**config.mk**
```make
export PLATFORM = sky130hd
export DESIGN_NAME = imm_ext_arbiter
export DESIGN_NICKNAME = d
export VERILOG_FILES = /design/src/rtl/imm_ext_arbiter.sv
export SDC_FILE = /design/constraint.sdc
export NUM_CORES = 1
export LEC_CHECK = 0
export ABC_AREA = 1
export CAP_MARGIN = 20
export CORE_MARGIN = 4
export CORE_UTILIZATION = 44
export DETAILED_ROUTE_END_ITERATION = 10
export PLACE_DENSITY = 0.95
export SYNTH_ARGS = -nofsm -noshare
export SYNTH_HDL_FRONTEND = slang
export SYNTH_SLANG_ARGS = --single-unit
```
**constraint.sdc**
```tcl
create_clock -name CLK -period 2.2 [get_ports CLK]
set_input_delay 0.22 -clock CLK [delete_from_list [all_inputs] [get_ports CLK]]
set_output_delay 0.22 -clock CLK [all_outputs]
set_load 0.03 [all_outputs]
```
**src/rtl/imm_ext_arbiter.sv**
```systemverilog
// imm_ext_arbiter
// Shared immediate-extension unit. Two requesters (A = decode path, B = branch
// target path) are arbitrated round-robin. The granted immediate is extended
// to 32 bits and held in a one-entry output register until the consumer takes it.
// Optional build macro: IMM_EXT_CONTENTION_CNT_EN enables the saturating
// contention-cycle counter on ContCnt. When undefined, ContCnt is tied to zero.

module imm_ext_arbiter (
    input  logic        CLK,
    input  logic        Reset,
    input  logic        ReqA,
    input  logic [15:0] ImmA,
    input  logic [1:0]  ModeA,
    output logic        GntA,
    input  logic        ReqB,
    input  logic [15:0] ImmB,
    input  logic [1:0]  ModeB,
    output logic        GntB,
    output logic [31:0] DataOut,
    output logic        OutValid,
    output logic        OutId,
    input  logic        OutReady,
    output logic [15:0] ContCnt
);

    // Requester encoding shared by LastGnt and OutId.
    localparam logic SRC_A = 1'b0;
    localparam logic SRC_B = 1'b1;

    logic        lastGnt_r;
    logic [31:0] dataOut_r;
    logic        outValid_r;
    logic        outId_r;

    logic        free_s;
    logic        gntA_s;
    logic        gntB_s;
    logic [15:0] selImm_s;
    logic [1:0]  selMode_s;
    logic [31:0] extData_s;

    // Immediate extension by mode; branch offsets are word-aligned, hence the shift by two.
    function automatic logic [31:0] extendImm(input logic [15:0] imm, input logic [1:0] mode);
        logic [31:0] res;
        case (mode)
            2'b00:   res = {16'h0000, imm};
            2'b01:   res = {{16{imm[15]}}, imm};
            2'b10:   res = {imm, 16'h0000};
            2'b11:   res = {{14{imm[15]}}, imm, 2'b00};
            default: res = 32'h0000_0000;
        endcase
        return res;
    endfunction

    // Arbitration: only when the output slot is free, never during reset; on contention the requester not granted last wins.
    always_comb begin
        free_s = !outValid_r || OutReady;
        gntA_s = 1'b0;
        gntB_s = 1'b0;
        if (!Reset && free_s) begin
            gntA_s = ReqA && (!ReqB || (lastGnt_r == SRC_B));
            gntB_s = ReqB && (!ReqA || (lastGnt_r == SRC_A));
        end else begin
            gntA_s = 1'b0;
            gntB_s = 1'b0;
        end
    end

    // Operand select for the extension datapath, driven by the winning grant.
    always_comb begin
        selImm_s  = ImmA;
        selMode_s = ModeA;
        if (gntB_s) begin
            selImm_s  = ImmB;
            selMode_s = ModeB;
        end else begin
            selImm_s  = ImmA;
            selMode_s = ModeA;
        end
        extData_s = extendImm(selImm_s, selMode_s);
    end

    // One-entry output register and round-robin history; a grant always wins over a plain drain.
    always_ff @(posedge CLK) begin
        if (Reset) begin
            lastGnt_r  <= SRC_B;
            dataOut_r  <= 32'h0000_0000;
            outValid_r <= 1'b0;
            outId_r    <= SRC_A;
        end else if (gntA_s || gntB_s) begin
            lastGnt_r  <= gntB_s ? SRC_B : SRC_A;
            dataOut_r  <= extData_s;
            outValid_r <= 1'b1;
            outId_r    <= gntB_s ? SRC_B : SRC_A;
        end else if (outValid_r && OutReady) begin
            outValid_r <= 1'b0;
        end
    end

`ifdef IMM_EXT_CONTENTION_CNT_EN
    logic [15:0] contCnt_r;

    // Saturating count of cycles in which both requesters are asking at once.
    always_ff @(posedge CLK) begin
        if (Reset) begin
            contCnt_r <= 16'h0000;
        end else if (ReqA && ReqB && (contCnt_r != 16'hFFFF)) begin
            contCnt_r <= contCnt_r + 16'h0001;
        end
    end

    assign ContCnt = contCnt_r;
`else
    assign ContCnt = 16'h0000;
`endif

    assign GntA     = gntA_s;
    assign GntB     = gntB_s;
    assign DataOut  = dataOut_r;
    assign OutValid = outValid_r;
    assign OutId    = outId_r;

endmodule

```
After elaboration in Yosys (flattened, before gate mapping)
Index checks and enable logic that the tools add are counted.
{"block": "op_classes", "addsub": 0, "n_mul": 0, "div": 0, "n_lt_le_gt_ge": 0, "eq_ne": 3, "shift": 0, "n_mux": 8, "bitwise": 1, "n_reduce_logical": 14}
{"operator": "32-bit case mux with 4 select lines", "count": 1}
{"operator": "16-bit 2-to-1 mux", "count": 1}
{"operator": "1-bit 2-to-1 mux", "count": 5}
{"operator": "2-bit equality test, second input constant", "count": 2}
{"operator": "1-bit logical AND", "count": 4}
{"operator": "1-bit logical NOT", "count": 4}
{"operator": "1-bit logical OR", "count": 4}
{"operator": "2-bit by 1-bit equality test with 1-bit output, second input constant", "count": 1}
{"operator": "2-bit logical NOT", "count": 1}
{"operator": "2-bit 2-to-1 mux", "count": 1}
{"operator": "2-bit nonzero test", "count": 1}
{"operator": "1-bit inverter", "count": 1}
{"block": "word_totals", "regBits": 35, "latchBits": 0, "ramBits": 0, "mem_bits_ro": 0, "inputBits": 41, "out_inout_bits": 52, "memories": 0}

Longest topological paths before layout
{"block": "depth", "word_depth": 7, "ltp_mapped": 13, "ltp_nobuf": 12}

Least setup slack after synthesis
No wires, ideal clock.
{"block": "synth_path", "path_kind": "register to register", "startpoint": "register outValid_r, in the netlist OutValid", "endpoint": "register dataOut_r[16], in the netlist DataOut[16]", "setup_ps": 129, "t_arrival_ps": 1575, "path_slack_ps": 496, "path_stages_with_launch": 10, "n_path_buf": 1, "synth_period_minus_slack_ps": 1704, "cell_sequence": "dfxtp_1 > nand2_1 > nand2_4 > nor2_2 > nor2_4 > inv_2 > buf_2 > nor2_1 > nor2_1 > nor2_1"}
{"block": "synth_via", "word_cells_on_any_way": 13, "classes_between": "eq/ne (3); mux (5); reduce/logical (5)"}
{"item": "start: declaration", "line_no": "32", "rtl": "logic outValid_r;"}
{"item": "start signal: assignment", "line_no": "88", "rtl": "outValid_r <= 1'b0;"}
{"item": "start signal: assignment", "line_no": "93", "rtl": "outValid_r <= 1'b1;"}
{"item": "start signal: assignment", "line_no": "96", "rtl": "outValid_r <= 1'b0;"}
{"item": "1-bit logical NOT", "line_no": "57", "rtl": "free_s = !outValid_r || OutReady;"}
{"item": "1-bit logical OR", "line_no": "57"}
{"item": "1-bit logical AND", "line_no": "60", "rtl": "if (!Reset && free_s) begin"}
{"item": "1-bit 2-to-1 mux", "line_no": "60"}
{"item": "via GntA", "line_no": "14", "rtl": "output logic GntA,"}
{"item": "1-bit logical OR", "line_no": "90", "rtl": "end else if (gntA_s || gntB_s) begin"}
{"item": "end signal: assignment", "line_no": "92", "rtl": "dataOut_r <= extData_s;"}
{"item": "end: declaration", "line_no": "31", "rtl": "logic [31:0] dataOut_r;"}
The timed path passes the listed nets, and every way through them passes these cells.
A chain may end at the register's enable or synchronous reset.

Worst setup path in the final report
{"block": "layout_path", "startpoint": "input port OutReady", "endpoint": "output port GntB"}
{"block": "layout_via", "elab_chain_len": 3}
{"item": "start: declaration", "line_no": "22", "rtl": "input logic OutReady,"}
{"item": "1-bit logical OR", "line_no": "57"}
{"item": "1-bit logical AND", "line_no": "60"}
{"item": "1-bit 2-to-1 mux", "line_no": "60"}
{"item": "end: declaration", "line_no": "18", "rtl": "output logic GntB,"}
Every way passes these cells.

==> results_dict.tcl <==
set metrics [dict create \
    status "finished, final reports clean" \
    p_switching_uw 675 \
    cts.path.max_buffers 2 \
    grt_setup_unrepaired "false" \
    worst-path-buf-inv 5 \
    diodes 0 \
    drv_cap 0 \
    final-setup-viol-count 0 \
    grt_pass1_vias 2024 \
    cpPeakStageDelay_ns 0.45 \
    cts_setup_buffers 0 \
    path_clk_slew_ns 0.07 \
    wl_per_cell_um 13.5 \
    insertion_delay_ns 0.30 \
    slew_viol_final 0 \
    gp_congestion 0.863 \
    core-area_um2 4350 \
    hp-class "flop to flop" \
    overflow 0 \
    rows 24 \
    highest_layer "met4" \
    seqPwrFrac_pct 39.4 \
    mappedNetlistArea_um2 1990 \
    syn_to_final_growth_pct 40.3 \
    cts_tree "done" \
    swShare_pct 36.7 \
    end_kind "output pin" \
    vias 2091 \
    yosys_register_bits 35 \
    cp_max_fo 9 \
    htreeDepth 2 \
    hold_viol_final 0 \
    critPathKind "input pin to output pin" \
    wl_met1_mm 2.22 \
    p_comb_share_pct 34.9 \
    crit_required_ns 1.98 \
    drive_above_1_share_pct 10.5 \
    viasPerCell 4.94 \
    clkPwrFrac_pct 25.7 \
    grt_pass1_wl_mm 8.97 \
    routed_wl_mm 5.71 \
    cts-root-buf "clkbuf_8" \
    r2r_slack_ns 0.43 \
    drc_errors 0 \
    final.period_utilization_pct 83.4 \
    io_pins 93 \
    p_per_area_nw_per_um2 658 \
    start_util_pct 45.7 \
    grt_max_degree 24 \
    dr.pass1.iters 4 \
    start_kind "input pin" \
    die_w_um 75.2 \
    io_buffer_count 76 \
    synth_cell_types 24 \
    yosysSeqAreaShare_pct 35.2 \
    cp_slowest_cell "clkdlybuf4s50_1" \
    syn_avg_cell_area_um2 6.74 \
    antenna_left 0 \
    vdd_ir_drop_max_v 0.000468 \
    finalCriticalPeriod_ns 1.84 \
    die_area_um2 5660 \
    postLayoutCellArea_um2 2790 \
    cts_made_buffers 5 \
    nets 411 \
    grt_usage_pct 21.3 \
    ctsResizeCount 0 \
    antenna_found_initial 0 \
    place_area_um2 2700 \
    arrival_ns 1.62 \
    path_cells "clkdlybuf4s50_1 -> inv_1 -> nand2_1 -> nand2_4 -> nor2_8 -> buf_4 -> buf_4 -> buf_4" \
    skew_ns 0.0112 \
    clock.fmax_mhz 545 \
    fp.dieH_um 75.2 \
    cp_common_cell "buf_4" \
    wl_met3_um 613 \
    crit_family "buffers and inverters" \
    p_leak_uw 0.00124 \
    synthesis.instances 295 \
    drtIter0Drc 136 \
    setup_tns_ns 0 \
    dp_hpwl_mm 4.34 \
    holdBufCountCts 0 \
    cts.sinks 35 \
    wl_met2_mm 2.75 \
    p_int_uw 1160 \
    synth-warning-count 0 \
]
-- registers in the layout (all words and copies together) (netlist names) --
signal     count
OutValid       1
lastGnt_r      1
DataOut       32
OutId          1
-- power by group through the flow --
stage               clock network [uW]  logic [uW]  registers [uW]
finish                             472         641             724
global route                       504         695             730
CTS                                472         639             723
detailed placement                   0         635             736
global placement                     0         625             737
floorplan                            0         311             843
-- cells in the mapped netlist --
cell | count | area [um^2]
a21oi_1 | 43 | 215
a21oi_2 | 1 | 8.76
buf_2 | 5 | 25.0
buf_4 | 18 | 135
buf_6 | 5 | 56.3
clkbuf_1 | 3 | 11.3
clkbuf_2 | 1 | 5.00
conb_1 | 1 | 3.75
dfxtp_1 | 35 | 701
inv_1 | 15 | 56.3
inv_2 | 3 | 11.3
nand2_1 | 102 | 383
nand2_2 | 7 | 43.8
nand2_4 | 4 | 45.0
nand3_1 | 9 | 45.0
nand3b_1 | 1 | 7.51
nor2_1 | 11 | 41.3
nor2_2 | 1 | 6.26
nor2_4 | 3 | 33.8
nor2_8 | 1 | 20.0
o211ai_1 | 1 | 7.51
o21ai_0 | 22 | 110
o21ai_1 | 2 | 10.0
o21bai_1 | 1 | 7.51
-- cells by family after synthesis --
group	Yosys count	synth area share, %
AOI/OAI and AO/OA	70	18.1
buffers and inverters	50	15.1
DFF	35	35.2
other	1	0.188
and+or+nand+nor	139	31.4
-- layer usage --
metal	vias to the layer above	track usage, %
met5	-	0
met4	0	8.74
met3	12	7.88
met2	104	36.2
met1	920	24.0
li1	1055	-
-- worst register-to-register path, delay by kind of cell, from the launching register on --
family	cells	cell delay (ns)
buffers and inverters	3	0.36
AOI/OAI and AO/OA	2	0.43
DFF	1	0.35
and+or+nand+nor	6	0.58
-- final cells by class --
class                           instances  area [um^2]
Sequential cell                        35          701
Multi-Input combinational cell        225         1040
Inverter                               18         67.6
Clock inverter                          3         20.0
Tap cell                               52         65.1
Clock buffer                            5         68.8
Timing Repair Buffer                   85          823
Fill cell                             389         1560
-- cell usage in the layout (no fill, tap or decap), drive strengths merged --
| master | count |
|---|---|
| clkinvlp | 2 |
| o211ai | 1 |
| nand3b | 1 |
| dfxtp | 35 |
| inv | 18 |
| o21ai | 24 |
| a21oi | 44 |
| nand2 | 113 |
| nand3 | 9 |
| clkbuf | 5 |
| clkinv | 1 |
| conb | 16 |
| buf | 11 |
| clkdlybuf4s50 | 74 |
| o21bai | 1 |
| nor2 | 16 |
-- worst paths after layout --
| kind | start | endpoint | cells past startpoint |
|---|---|---|---|
| setup / recovery | OutReady | GntB | 8 |
| hold reg to reg | DataOut[31] | DataOut[31] | 2 |
| setup reg to reg | lastGnt_r | DataOut[3] | 11 |
| hold / removal | DataOut[31] | DataOut[31] | 2 |
-- stage by stage --
stage | hold WS (ns) | power (uW) | setup WS (ns) | instances | util [%]
after floorplan | 0.289 | 1150 | 0.496 | 310 | -
after global placement | 0.456 | 1360 | 0.214 | 415 | 62.0
after detailed placement | 0.461 | 1370 | 0.102 | 415 | 62.0
after CTS | 0.472 | 1830 | 0.356 | 423 | 64.1
after global routing | 0.497 | 1930 | 0.221 | 423 | 64.1
final | 0.470 | 1840 | 0.365 | 423 | 64.1
(Power assumes the default switching activity.)
